[config.mk]
export PLATFORM = sky130hd
export DESIGN_NAME = cont_assign_delay_sched
export DESIGN_NICKNAME = d
export VERILOG_FILES = /design/src/rtl/cont_assign_delay_sched.sv
export SDC_FILE = /design/constraint.sdc
export NUM_CORES = 1
export LEC_CHECK = 0
export ABC_AREA = 1
export ABC_CLOCK_PERIOD_IN_PS = 2600
export CAP_MARGIN = 20
export CORE_MARGIN = 3
export CORE_UTILIZATION = 54
export CTS_CLUSTER_DIAMETER = 100
export DETAILED_ROUTE_END_ITERATION = 12
export GPL_TIMING_DRIVEN = 0
export HOLD_SLACK_MARGIN = 0.15
export PLACE_DENSITY = 0.76
export SYNTH_ARGS = -nofsm -noshare
export SYNTH_HDL_FRONTEND = slang
export SYNTH_SLANG_ARGS = --single-unit
[constraint.sdc]
create_clock -name clk -period 2.6 [get_ports clk]
set_input_delay 0.78 -clock clk [delete_from_list [all_inputs] [get_ports clk]]
set_output_delay 0.78 -clock clk [all_outputs]
set_load 0.02 [all_outputs]
[src/rtl/cont_assign_delay_sched.sv]
// Clocked model of `assign #D w = a & b`: RHS changes are queued with a cycle delay and retired in order.
// Define CONT_ASSIGN_DELAY_SCHED_INERTIAL_EN for inertial (glitch-suppressing) instead of transport semantics.
module cont_assign_delay_sched #(
  parameter int DELAY = 10,
  parameter int DEPTH = 4,
  parameter int CW    = 8
) (
  input  logic                       clk,
  input  logic                       rst_n,
  input  logic                       a,
  input  logic                       b,
  input  logic                       cfg_valid,
  input  logic [CW-1:0]              cfg_delay,
  output logic                       cfg_ready,
  output logic                       w,
  output logic [$clog2(DEPTH+1)-1:0] pending,
  output logic                       overflow
);
  localparam int PW = $clog2(DEPTH+1);

  typedef enum logic {IDLE, BUSY} state_t;

  state_t          state_q;
  logic            w_q, w_d;
  logic            last_q, last_d;
  logic            ovf_q, ovf_d;
  logic [CW-1:0]   delay_q, delay_d;
  logic [PW-1:0]   pend_q, pend_d, pend_pop;
  logic            val_q  [DEPTH];
  logic            val_d  [DEPTH];
  logic            sh_val [DEPTH];
  logic [CW-1:0]   cnt_q  [DEPTH];
  logic [CW-1:0]   cnt_d  [DEPTH];
  logic [CW-1:0]   sh_cnt [DEPTH];
  logic            rhs, change, pop, cfg_fire;

  assign rhs      = a & b;
  assign change   = (rhs != last_q);
  assign pop      = (pend_q != '0) && (cnt_q[0] == CW'(1));
  assign cfg_fire = cfg_valid && cfg_ready;
  assign pend_pop = pend_q - PW'(pop);

  // Slot 0 is always the head; a pop shifts every entry one slot toward it.
  for (genvar gi = 0; gi < DEPTH; gi++) begin : g_slot
    if (gi < DEPTH-1) begin : g_mid
      assign sh_val[gi] = pop ? val_q[gi+1] : val_q[gi];
      assign sh_cnt[gi] = (pop ? cnt_q[gi+1] : cnt_q[gi]) - CW'(1);
    end else begin : g_last
      assign sh_val[gi] = val_q[gi];
      assign sh_cnt[gi] = cnt_q[gi] - CW'(1);
    end
  end

  always_comb begin
    w_d     = pop ? val_q[0] : w_q;
    last_d  = change ? rhs : last_q;
    val_d   = sh_val;
    cnt_d   = sh_cnt;
    pend_d  = pend_pop;
    ovf_d   = cfg_fire ? 1'b0 : ovf_q;
    delay_d = cfg_fire ? ((cfg_delay == '0) ? CW'(1) : cfg_delay) : delay_q;
`ifdef CONT_ASSIGN_DELAY_SCHED_INERTIAL_EN
    // Any change cancels what is in flight; re-arm only if it differs from the net's value.
    if (change) begin
      pend_d = '0;
      if (rhs != w_d) begin
        val_d[0] = rhs;
        cnt_d[0] = delay_q;
        pend_d   = PW'(1);
      end
    end
`else
    if (change) begin
      if ((pend_q == PW'(DEPTH)) && !pop) begin
        val_d[DEPTH-1] = rhs;
        cnt_d[DEPTH-1] = delay_q;
        ovf_d          = 1'b1;
      end else begin
        for (int i = 0; i < DEPTH; i++) begin
          if (pend_pop == PW'(i)) begin
            val_d[i] = rhs;
            cnt_d[i] = delay_q;
          end
        end
        pend_d = pend_pop + PW'(1);
      end
    end
`endif
  end

  always_ff @(posedge clk or negedge rst_n) begin
    if (!rst_n) begin
      state_q <= IDLE;
      w_q     <= 1'b0;
      last_q  <= 1'b0;
      ovf_q   <= 1'b0;
      delay_q <= CW'(DELAY);
      pend_q  <= '0;
      for (int i = 0; i < DEPTH; i++) begin
        val_q[i] <= 1'b0;
        cnt_q[i] <= '0;
      end
    end else begin
      state_q <= (pend_d != '0) ? BUSY : IDLE;
      w_q     <= w_d;
      last_q  <= last_d;
      ovf_q   <= ovf_d;
      delay_q <= delay_d;
      pend_q  <= pend_d;
      val_q   <= val_d;
      cnt_q   <= cnt_d;
    end
  end

  assign cfg_ready = (state_q == IDLE);
  assign w         = w_q;
  assign pending   = pend_q;
  assign overflow  = ovf_q;
endmodule

==> flow_summary.yaml <==
run_status:
  status: "complete, no violations"
routing:
  drtPass1Iterations: 5
  vias_per_cell: 5.35
  wl_um: 7720
  drc: 0
  route.vias.total: 2948
  wl_per_cell_um: 14.0
  ant_nets: 0
  drt-initial-drc-count: 174
grt:
  grt_pass1_vias: 2684
  grt_util_all_layers_pct: 22.6
  grt_pass1_wl_um: 12800
  grt_overflow: 0
  antenna_found_initial: 0
  grt_max_degree: 27
finish:
  area_delta_synth_final_pct: 19.1
  diodes: 0
  drive_above_1_share_pct: 17.3
  nNetsFinal: 502
  fillers: 473
  finish.instance_area_sq_um: 3820
pwr:
  p_sw_mw: 1.98
  peakVddDrop_mv: 0.662
  p_leak_nw: 2.00
  cellPowerDensity_nw_per_um2: 1160
  p_comb_share_pct: 54.2
  netSwitchingFraction_pct: 44.9
  p_int_mw: 2.44
  pwr-share-clk_pct: 13.0
  p_seq_share_pct: 32.8
timing:
  finalCritPeriodShare_pct: 94.1
  fmax_mhz: 409
  drv_slew: 0
  skew_ns: 0.0110
  rsz0062_at_grt: "false"
  tightest_slew_ns: 0.602
  hold_viol: 0
  setup_viol: 0
  relSlewSlack_pct: 59.9
  fin_crit_ns: 2.45
  holdWs_ns: 0.459
setup_path:
  required_ns: 2.79
  startpoint_type: "register"
  ff2ff_setup_slack_ns: 0.15
  reg2reg_from: "pending[1]"
  critPathMaxFanout: 9
  critPathKind: "register to register"
  worst-r2r-cell-count: 13
  cp.arrival_ns: 2.64
  crit_path_end_kind: "register"
  reg2reg_to: "sh_val[0]"
min_path:
  hold_class: "input pin to asynchronous set/reset pin"
clocking:
  cts.sinks: 51
  htreeDepth: 2
  clk_path_buf_depth: 2
  cts_root_buf: "clkbuf_8"
  tritoncts: "done"
  clk_pin_slew_ns: 0.10
  cts_buffers: 5
  clock_latency_ns: 0.31
yosys:
  post-synth-top-area-cell: "dfrtp_1"
  synth.area.top_cells: "dfrtp_1, nand2_1, inv_1"
  yosys_warnings: 0
  syn_inst: 431
  yosysTopAreaCellShare_pct: 38.3
  avgSynthCellArea_sq_um: 7.44
  yosysSeqAreaShare_pct: 39.9
  synth-seq-cells: 51
  synth_cell_type_count: 36
  synth.cell_area_sq_um: 3210
  syn_nets: 455
placed_design:
  gp_congestion: 0.906
  numPortBuffers: 18
  placed_area_sq_um: 3490
  place.detailed.hpwl_um: 5630
run:
  cap_viol_max_count: 0
floorplanning:
  dieWidth_um: 83.0
  core_sq_um: 5640
  die_area_sq_um: 6900
  rows: 27
  initial_utilization_pct: 56.8
  ioPinCount: 19
  die_height_um: 83.0
[synth_stat cells]
cell type,count
a21oi_1,12
nand3b_1,2
mux2_2,1
o21ai_4,1
o21ai_2,2
buf_8,1
dfstp_2,2
buf_6,3
xnor2_1,1
nand4_1,3
o21ai_1,8
o21ai_0,24
nand2_2,12
ha_1,11
nor2_1,33
nand3_1,33
nor2_2,3
inv_1,64
o21bai_1,3
or2_0,2
nand2_1,121
nand2_4,2
clkbuf_1,1
nand4_2,2
dfrtp_1,49
o21a_1,1
a22oi_1,2
nor4_1,1
buf_2,2
nor3_1,3
inv_2,6
nor2_4,5
a31oi_1,4
xor2_1,7
nand3_4,2
buf_4,2
[per-stage QoR]
| stage | power, mW | cells | setup WS (ns) | utilization, % | setup TNS, ns |
|---|---|---|---|---|---|
| 3_5_place_dp | 3.63 | 522 | -0.294 | 61.9 | -3.22 |
| 3_3_place_gp | 3.55 | 521 | -0.960 | 61.6 | -40.47 |
| 4_1_cts | 4.27 | 537 | 0.00106 | 65.1 | 0 |
| 5_1_grt | 4.83 | 551 | 0.0128 | 67.7 | 0 |
| 6_report | 4.42 | 551 | 0.153 | 67.7 | 0 |
| 2_1_floorplan | 3.07 | 431 | 0.0192 | - | 0 |
[power by group through the flow]
stage	combinational, mW	clock (mW)	sequential (mW)
2_1_floorplan	1.62	0	1.45
6_report	2.40	0.575	1.45
4_1_cts	2.24	0.580	1.45
3_5_place_dp	2.16	0	1.47
3_3_place_gp	2.09	0	1.46
5_1_grt	2.72	0.614	1.49
[flip-flops by register name, indices dropped and copies added, names as in the netlist, 3 cells and up]
register and cells:
delay_q 8, val_q 3, cnt_q 32, pending 3
[worst max-delay path, stage by stage, from the launching register on]
cell and delay [ns]:
dfrtp_2 0.43, nor2_4 0.13, nand2_4 0.09, nand3_4 0.08, buf_12 0.13, inv_6 0.05, ha_4 0.15, ha_4 0.27
inv_1 0.06, ha_1 0.18, ha_2 0.18, o21ai_4 0.30, buf_6 0.17, o21ai_0 0.07
[cell type report]
cell class | instances | area (sq um) | area share [%]
clock buffers | 5 | 68.8 | 1.80
flip-flops and latches | 51 | 1280 | 33.5
clock inverters | 3 | 47.5 | 1.25
plain buffers | 9 | 82.6 | 2.16
inverters | 70 | 268 | 7.01
multi-input cells | 301 | 1620 | 42.5
repair buffers | 40 | 360 | 9.44
well taps | 72 | 90.1 | 2.36
[cell usage in the layout, fill, tap and decap left out, types with 3 or more instances in the layout]
| cell | synthesis | final |
|---|---|---|
| a31oi_1 | 4 | 4 |
| dfrtp_1 | 49 | 48 |
| nor2_4 | 5 | 5 |
| inv_2 | 6 | 6 |
| a21oi_1 | 12 | 12 |
| nand2_2 | 12 | 12 |
| inv_1 | 64 | 63 |
| clkdlybuf4s50_1 | 0 | 17 |
| nand3_1 | 33 | 33 |
| nor3_1 | 3 | 3 |
| nor2_2 | 3 | 3 |
| clkbuf_8 | 0 | 5 |
| buf_2 | 2 | 3 |
| buf_6 | 3 | 5 |
| nand2_1 | 121 | 121 |
| xor2_1 | 7 | 6 |
| o21ai_0 | 24 | 24 |
| buf_4 | 2 | 21 |
| o21ai_1 | 8 | 8 |
| nor2_1 | 33 | 33 |
| nand4_1 | 3 | 3 |
| o21bai_1 | 3 | 3 |
| ha_1 | 11 | 8 |
[routing by layer]
metal | vias up | GRT usage, % | wire length [um]
met1 | 1401 | 31.7 | 3440
li1 | 1443 | - | -
met2 | 85 | 36.8 | 3750
met5 | - | 0 | 0
met3 | 19 | 3.27 | 341
met4 | 0 | 6.24 | 184
[kinds of logic (layout without fill, tap and decap cells)]
group | after synthesis | count (layout) | share of synthesized area [%]
DFF | 51 | 51 | 39.9
xor gates and xnor gates | 8 | 8 | 2.19
muxes | 1 | 1 | 0.351
buffers and inverters | 79 | 127 | 10.6
AOI/OAI and AO/OA | 57 | 57 | 10.1
adders and majority gates | 11 | 11 | 4.29
and+or+nand+nor | 224 | 224 | 32.6
[worst max path at each step]
stage / end / from / depth (start not counted)
after floorplan: sh_val[0] / pending[0] / 13
after global placement: pending[1] / rst_n / 1
after detailed placement: sh_val[0] / pending[1] / 13
after CTS: sh_val[0] / pending[0] / 13
after global routing: sh_val[0] / pending[2] / 13
final: sh_val[0] / pending[1] / 13
[what timing repair did]
action,4_1_cts,5_1_grt
hold buffers,0,0
gates cloned,1,0
gates resized for setup,4,8
endpoints found under the setup margin,25,21
pin swaps,3,4
setup buffers,6,14
(Power assumes the default switching activity.)
